**config.mk**
```make
export PLATFORM = sky130hd
export DESIGN_NAME = triangle_vertex_assembler_flat
export DESIGN_NICKNAME = d
export VERILOG_FILES = /design/src/rtl/triangle_vertex_assembler_pkg.sv /design/src/rtl/triangle_vertex_assembler_if.sv /design/src/rtl/triangle_vertex_assembler.sv /design/src/flat_wrapper.sv
export SDC_FILE = /design/constraint.sdc
export NUM_CORES = 1
export LEC_CHECK = 0
export ABC_AREA = 1
export ABC_CLOCK_PERIOD_IN_PS = 4620
export CORE_ASPECT_RATIO = 1.5
export CORE_MARGIN = 1
export CORE_UTILIZATION = 35
export DETAILED_ROUTE_END_ITERATION = 8
export SYNTH_ARGS = -nofsm -noshare
export SYNTH_HDL_FRONTEND = slang
export SYNTH_SLANG_ARGS = --single-unit
```
**constraint.sdc**
```tcl
create_clock -name CLOCK_50 -period 4.62 [get_ports CLOCK_50]
set_clock_uncertainty 0.15 [all_clocks]
set_input_delay 1.155 -clock CLOCK_50 [delete_from_list [all_inputs] [get_ports CLOCK_50]]
set_output_delay 1.155 -clock CLOCK_50 [all_outputs]
set_load 0.02 [all_outputs]
```
**src/rtl/triangle_vertex_assembler_pkg.sv**
```systemverilog
// ----------------------------------------------------------------------------
// tri_pkg
// Shared definitions for the triangle vertex assembler slice.
//   XW, YW     : screen coordinate widths (x 0..2047, y 0..1023)
//   vertex_t   : one screen vertex {x, y}, no sign, no arithmetic applied
//   vcnt_e     : how far the current primitive has progressed
//                VCNT_0/1/2 = vertices collected towards a list-style triangle,
//                VCNT_STRIP = strip primed, every further vertex closes a triangle
// ----------------------------------------------------------------------------
package tri_pkg;

    localparam int XW = 11;
    localparam int YW = 10;

    typedef struct packed {
        logic [XW-1:0] x;
        logic [YW-1:0] y;
    } vertex_t;

    typedef enum logic [1:0] {
        VCNT_0     = 2'd0,
        VCNT_1     = 2'd1,
        VCNT_2     = 2'd2,
        VCNT_STRIP = 2'd3
    } vcnt_e;

endpackage

```
**src/rtl/triangle_vertex_assembler_if.sv**
```systemverilog
// ----------------------------------------------------------------------------
// triangle_vertex_assembler_if
// Vertex stream feeding the assembler (valid/ready handshake).
//   in_valid   : vertex on vx/vy/in_last is valid
//   in_ready   : assembler takes the vertex this cycle
//   vx, vy     : vertex coordinates
//   in_last    : vertex closes the current primitive
//   strip_mode : 0 = triangle list, 1 = triangle strip (used at primitive start)
// Modports: master = vertex producer, slave = assembler.
// ----------------------------------------------------------------------------
interface triangle_vertex_assembler_if;

    logic                     in_valid;
    logic                     in_ready;
    logic [tri_pkg::XW-1:0]   vx;
    logic [tri_pkg::YW-1:0]   vy;
    logic                     in_last;
    logic                     strip_mode;

    modport master (
        output in_valid, vx, vy, in_last, strip_mode,
        input  in_ready
    );

    modport slave (
        input  in_valid, vx, vy, in_last, strip_mode,
        output in_ready
    );

endinterface

```
**src/rtl/triangle_vertex_assembler.sv**
```systemverilog
// ----------------------------------------------------------------------------
// triangle_vertex_assembler
// Collects screen vertices into triangles (list or strip) for the area stage.
// Strip triangles alternate a/b so the winding, and thus the sign of the
// downstream signed area, stays the same along a whole strip.
// Ports:
//   CLOCK_50   : clock, all state on the rising edge
//   RESET_N    : asynchronous active-low reset
//   vin        : vertex stream (slave side of triangle_vertex_assembler_if)
//   tri_valid  : ax..cy hold a complete triangle
//   tri_ready  : area stage takes the triangle this cycle
//   ax..cy     : registered triangle vertices
//   tri_count  : triangles handed downstream, wraps at 2^CNTW
//   drop_err   : sticky, a primitive ended before it had three vertices
// ----------------------------------------------------------------------------
module triangle_vertex_assembler
    import tri_pkg::*;
#(
    parameter int CNTW = 16
) (
    input  logic                        CLOCK_50,
    input  logic                        RESET_N,
    triangle_vertex_assembler_if.slave  vin,
    output logic                        tri_valid,
    input  logic                        tri_ready,
    output logic [XW-1:0]               ax,
    output logic [YW-1:0]               ay,
    output logic [XW-1:0]               bx,
    output logic [YW-1:0]               by,
    output logic [XW-1:0]               cx,
    output logic [YW-1:0]               cy,
    output logic [CNTW-1:0]             tri_count,
    output logic                        drop_err
);

    vcnt_e           vcnt_q, vcnt_d;
    logic            odd_q, odd_d;
    logic            mode_q, mode_d;
    vertex_t         h0_q, h1_q;
    vertex_t         a_q, b_q, c_q;
    vertex_t         a_d, b_d;
    vertex_t         vin_v;
    logic            valid_q;
    logic [CNTW-1:0] count_q;
    logic            drop_q;
    logic            completes;
    logic            rdy;
    logic            accept;
    logic            emit;
    logic            load;
    logic            drop_set;

    // A completing vertex needs the output register, so it may only be taken
    // when that register is empty or being drained in this same cycle.
    assign vin_v        = vertex_t'{x: vin.vx, y: vin.vy};
    assign completes    = (vcnt_q == VCNT_2) || (vcnt_q == VCNT_STRIP);
    assign rdy          = !completes || !valid_q || tri_ready;
    assign vin.in_ready = rdy;
    assign accept       = vin.in_valid && rdy;
    assign emit         = valid_q && tri_ready;

    // Primitive progress register: vertex count, strip parity and the
    // topology latched when the primitive started.
    always_ff @(posedge CLOCK_50 or negedge RESET_N) begin
        if (!RESET_N) begin
            vcnt_q <= VCNT_0;
            odd_q  <= 1'b0;
            mode_q <= 1'b0;
        end else begin
            vcnt_q <= vcnt_d;
            odd_q  <= odd_d;
            mode_q <= mode_d;
        end
    end

    // Next-state decode. The second strip triangle onwards reuses the two
    // history vertices; odd triangles swap a/b to keep one winding. An in_last
    // vertex is still used normally and then the primitive restarts; if the
    // primitive never reached a triangle it is dropped and flagged.
    always_comb begin
        vcnt_d   = vcnt_q;
        odd_d    = odd_q;
        mode_d   = mode_q;
        load     = 1'b0;
        drop_set = 1'b0;
        a_d      = h0_q;
        b_d      = h1_q;
        if (accept) begin
            unique case (vcnt_q)
                VCNT_0: begin
                    mode_d = vin.strip_mode;
                    odd_d  = 1'b0;
                    vcnt_d = VCNT_1;
                end
                VCNT_1: begin
                    vcnt_d = VCNT_2;
                end
                VCNT_2: begin
                    load   = 1'b1;
                    odd_d  = mode_q;
                    vcnt_d = mode_q ? VCNT_STRIP : VCNT_0;
                end
                VCNT_STRIP: begin
                    load  = 1'b1;
                    odd_d = !odd_q;
                    if (odd_q) begin
                        a_d = h1_q;
                        b_d = h0_q;
                    end
                end
            endcase
            if (vin.in_last) begin
                vcnt_d   = VCNT_0;
                odd_d    = 1'b0;
                drop_set = !completes;
            end
        end
    end

    // Vertex history, triangle output register and status. A load in the
    // same cycle as an emit simply replaces the triangle and keeps valid high.
    always_ff @(posedge CLOCK_50 or negedge RESET_N) begin
        if (!RESET_N) begin
            h0_q    <= '0;
            h1_q    <= '0;
            a_q     <= '0;
            b_q     <= '0;
            c_q     <= '0;
            valid_q <= 1'b0;
            count_q <= '0;
            drop_q  <= 1'b0;
        end else begin
            if (accept) begin
                h0_q <= h1_q;
                h1_q <= vin_v;
            end
            if (load) begin
                a_q     <= a_d;
                b_q     <= b_d;
                c_q     <= vin_v;
                valid_q <= 1'b1;
            end else if (emit) begin
                valid_q <= 1'b0;
            end
            if (emit) begin
                count_q <= count_q + CNTW'(1);
            end
            if (drop_set) begin
                drop_q <= 1'b1;
            end
        end
    end

    assign tri_valid = valid_q;
    assign ax        = a_q.x;
    assign ay        = a_q.y;
    assign bx        = b_q.x;
    assign by        = b_q.y;
    assign cx        = c_q.x;
    assign cy        = c_q.y;
    assign tri_count = count_q;
    assign drop_err  = drop_q;

endmodule

```
**src/flat_wrapper.sv**
```systemverilog
// flat-port wrapper written by rule: the top's interface ports become plain ports
module triangle_vertex_assembler_flat import tri_pkg::*;
#(
    parameter int CNTW = 16
)
  (CLOCK_50, RESET_N, tri_valid, tri_ready, ax, ay, bx, by, cx, cy, tri_count, drop_err, vin_in_valid, vin_vx, vin_vy, vin_in_last, vin_strip_mode, vin_in_ready);
  triangle_vertex_assembler_if vin_i ();
  input  logic CLOCK_50;
  input  logic RESET_N;
  output logic tri_valid;
  input  logic tri_ready;
  output logic [XW-1:0] ax;
  output logic [YW-1:0] ay;
  output logic [XW-1:0] bx;
  output logic [YW-1:0] by;
  output logic [XW-1:0] cx;
  output logic [YW-1:0] cy;
  output logic [CNTW-1:0] tri_count;
  output logic drop_err;
  input wire logic [$bits(vin_i.in_valid)-1:0] vin_in_valid;
  input wire logic [$bits(vin_i.vx)-1:0] vin_vx;
  input wire logic [$bits(vin_i.vy)-1:0] vin_vy;
  input wire logic [$bits(vin_i.in_last)-1:0] vin_in_last;
  input wire logic [$bits(vin_i.strip_mode)-1:0] vin_strip_mode;
  output wire logic [$bits(vin_i.in_ready)-1:0] vin_in_ready;
  assign vin_i.in_valid = vin_in_valid;
  assign vin_i.vx = vin_vx;
  assign vin_i.vy = vin_vy;
  assign vin_i.in_last = vin_in_last;
  assign vin_i.strip_mode = vin_strip_mode;
  assign vin_in_ready = vin_i.in_ready;
  triangle_vertex_assembler #(.CNTW(CNTW)) u_core (.CLOCK_50(CLOCK_50), .RESET_N(RESET_N), .vin(vin_i), .tri_valid(tri_valid), .tri_ready(tri_ready), .ax(ax), .ay(ay), .bx(bx), .by(by), .cx(cx), .cy(cy), .tri_count(tri_count), .drop_err(drop_err));
endmodule
```
Yosys cells after proc, flatten, opt, wreduce, memory -nomap -nowiden
Index checks and enable logic that the tools add are counted.

Register bits: 127. Latch bits: 0. Memory bits (writable): 0. Bits in read-only memories: 0. Input port bits: 27. Output and inout bits: 82. Word-level logic and storage cells: 53. Memories: 0.

Add/subtract/negate cells: 1. Multipliers: 0. Divide/modulo/power cells: 0. Magnitude comparators: 0. Equal/unequal tests: 3. Shifts and indexed selects: 0. Multiplexer cells: 17. Bitwise operators: 0. Reductions and logical operators: 16.

Operator list (count): 21-bit 2-to-1 mux (6); 16-bit by 1-bit adder with 16-bit output, second input constant (1); 4-bit nonzero test (2); 1-bit 2-to-1 mux (7); 2-bit one-hot mux with 3 select lines (1); 2-bit AND reduction (3); 2-bit == test, second input constant (2); 2-bit 2-to-1 mux (2); 1-bit logical NOT (3); 1-bit logical OR (3); 1-bit one-hot mux with 3 select lines (1); 2-bit by 1-bit == test with 1-bit output, second input constant (1); 1-bit logical AND (2); 2-bit logical NOT (1); 2-bit nonzero test (1); 2-bit OR reduction (1).

Logic depth before layout (Yosys ltp)
Word-level depth: 8. Mapped depth: 11.

Least setup slack after synthesis
Ideal clock, no wire load.

Path kind: input to output. Start: in tri_ready. End: out vin_in_ready. Data arrival time: 1.357 ns. Setup slack: 1.958 ns. Cell stages on the path: 2. Path through: inv_2 > nand3_2.

Word-level cells in the longest chain between the ends: 1.

RTL lines: start: declaration (RTL line flat_wrapper.sv:11) `input logic tri_ready;`; 1-bit logical OR (RTL line triangle_vertex_assembler.sv:57) `assign rdy = !completes || !valid_q || tri_ready;`; end: declaration (RTL line flat_wrapper.sv:25) `output wire logic [$bits(vin_i.in_ready)-1:0] vin_in_ready;`.

Every way passes these cells.

Worst setup path after layout
Same ends and word-level chain as after synthesis.

==> run metrics <==
CTS hold repair buffers 0; Area Growth Syn to Fin 31.5%; Mapped Avg Cell Area 8.77 µm²; Fin Setup TNS 0 ps; core footprint 15200 µm²; die area 16200 µm²; switching power 1350 µW; Worst-path clk slew 50 ps; DRT antenna net count 0; max_cap viols 0; area leader, netlist dfrtp_1; async set-reset flop share out of synthesis 1.00; Nets ~760; Final Hold Viols 0; Lkg Pwr 0.00341 µW; die height 155 µm; internal power of the cells 2740 µW; Critical Path RT 3310 ps; Clock Latency Late Sink about 410 ps; crit-path max FO 2; die width 104 µm; CP endpoint kind primary output; number of CTS-inserted buffers 17; setup violators final 0; register area share after synthesis 0.580; clock network power share 0.298; number of global-route vias before repair 4259; hold crit path type reg -> reg; status finished clean; FILL cells 1486; antenna diode count 0; top post-synthesis cells by area dfrtp_1 (58%), nand2_1 (12%), o21ai_0 (9.0%), inv_1 (4.2%), o21ai_1 (2.8%); EDFF count, synth 0; # H-tree levels 4; Initial Util 0.360; leading cell type by number of instances after synthesis nand2_1; Switching Share 0.330; GPL Wtd Cong between 0.8 and 0.9; kind of critical path in -> out; gr usage total 0.163; sequential share of power 0.391; Yosys cell types 27; flops & latches, synth 127; Buffers on Ports 108; PwrDens between 500 and 600 nW/µm²; WL/cell between 10 and 15 µm; Tcrit/Tclk final 0.809; top cells by count, synth nand2_1 (173), dfrtp_1 (127), o21ai_0 (98); RSZ-0062 raised after global routing no; post-layout min period ~3700 ps; layout cell share with drive strength beyond 1 0.0664; CTS tree built; hold_sp u_core.h1_q[9]$_DFFE_PN0N_; clock tree buffer depth 2; Post-CTS Resized 0; largest net degree at the start of global routing 88; area fraction of the dominant cell type after synthesis 0.580; GRT overflow 0; drt total wl around 12000 µm; global-route wire length before repair 20800 µm; fin area 7200 µm²; Vias 4333; clock sinks about 130; f_max ~270 MHz; Top Ports 109; Mapped Cells 625; CP Launch Type primary input; # DRC 0; initial antenna violation count 0; dominant synthesized flop cell dfrtp_1; crit path from tri_ready; Post CTS Setup Buffer Count 0; placed cell area 6660 µm²; Worst Tran Pin Value 794 ps; Layout Cells excl Fill 937; Mapped Nets 657; DR iter-0 viols roughly 190; vias per cell 4.62; drt first pass iters 4; post-synth design cell area between 5000 and 6000 µm²; Peak supply drop 0.249 mV; Cells after DPL 906; Rel. slew slack 0.470; dpl hpwl 8370 µm; Tot Pwr 4090 µW; Cell Rows 55; Critical Path AT 2430 ps; yosys warns 0; Slew Viols, Final 0; worst r2r src u_core.vcnt_q[0]$_DFFE_PN0P_; root buf cell clkbuf_16; combinational share of power 0.311
==> per-stage QoR <==
step                      hold slack [ps]   util  setup slack [ps]
after detailed placement              322  0.438               883
after CTS                             336  0.474               878
after global routing                  345  0.474               846
after global placement                315  0.438               905
final                                 329  0.474               883
after floorplan                       303      -              1960
==> power groups by stage <==
stage | Clock (µW) | Combinational [µW] | Sequential (µW)
after floorplan | 0 | 368 | 1880
after global placement | 0 | 1260 | 1600
after detailed placement | 0 | 1290 | 1620
after CTS | 1250 | 1290 | 1600
after global routing | 1290 | 1390 | 1640
final | 1220 | 1270 | 1600
==> cells by family after synthesis <==
| logic type | after synthesis | share of synthesized area |
|---|---|---|
| simple gates | 231 | 0.171 |
| compound gates | 154 | 0.142 |
| flops | 127 | 0.580 |
| buf+inv | 98 | 0.0799 |
| xor+xnor | 10 | 0.0160 |
| fa+ha+maj | 5 | 0.0114 |
==> sequential cells by signal, summed over array words and instances, names as in the netlist <==
register / cells
u_core.h0_q: 21
u_core.h1_q: 21
u_core.tri_count: 16
u_core.ax: 11
u_core.bx: 11
u_core.cx: 11
u_core.ay: 10
u_core.by: 10
u_core.cy: 10
u_core.vcnt_q: 2
u_core.drop_err: 1
u_core.mode_q: 1
u_core.odd_q: 1
u_core.tri_valid: 1
==> routing by layer <==
layer,GRT usage,wire (µm),vias to the layer above
met1,0.203,5520,2031
met2,0.274,6050,99
li1,-,-,2182
met4,0.0694,292,0
met5,0,0,-
met3,0.0339,426,21
==> cell type report <==
cell class | count | area (µm²) | area share
clock buffers | 19 | 443 | 0.0615
flip-flops and latches | 127 | 3180 | 0.441
clock inverters | 12 | 96.3 | 0.0134
well taps | 199 | 249 | 0.0346
multi-input cells | 400 | 1870 | 0.259
repair buffers | 113 | 1120 | 0.155
inverters | 67 | 251 | 0.0349
==> path summary, 6_finish.rpt <==
| path | end | slack (ps) | cells after the start |
|---|---|---|---|
| min in group asynchronous | u_core.bx[7]$_DFFE_PN0P_ | 640 | 1 |
| max in group asynchronous | u_core.vcnt_q[1]$_DFFE_PN0P_ | 2850 | 2 |
| worst min register to register | u_core.h1_q[9]$_DFFE_PN0N_ | 330 | 2 |
| worst max register to register | u_core.ay[3]$_DFFE_PN0P_ | 2340 | 8 |
| worst max-delay path | vin_in_ready | 880 | 4 |
| worst min-delay path | u_core.h1_q[9]$_DFFE_PN0N_ | 330 | 2 |
==> cells in the final DEF (no fill, tap or decap), drive strengths merged <==
cell type,netlist,final
o21a,2,2
o21ai,129,129
clkbuf,14,19
o21bai,1,1
inv,67,67
clkdlybuf4s50,0,107
xnor2,4,4
buf,17,6
a21oi,22,22
nor2,37,37
xor2,6,6
clkinvlp,0,3
nor3,3,3
nor3b,1,1
clkinv,0,8
nand2,176,176
ha,5,5
nand3,12,12
dfrtp,127,127
nand4,2,2
bufinv,0,1
==> critical path, cell delays in order <==
cell             delay, ps
clkdlybuf4s50_1        510
inv_2                   60
nand3_2                100
clkdlybuf4s50_1        610
(Power assumes the default switching activity.)
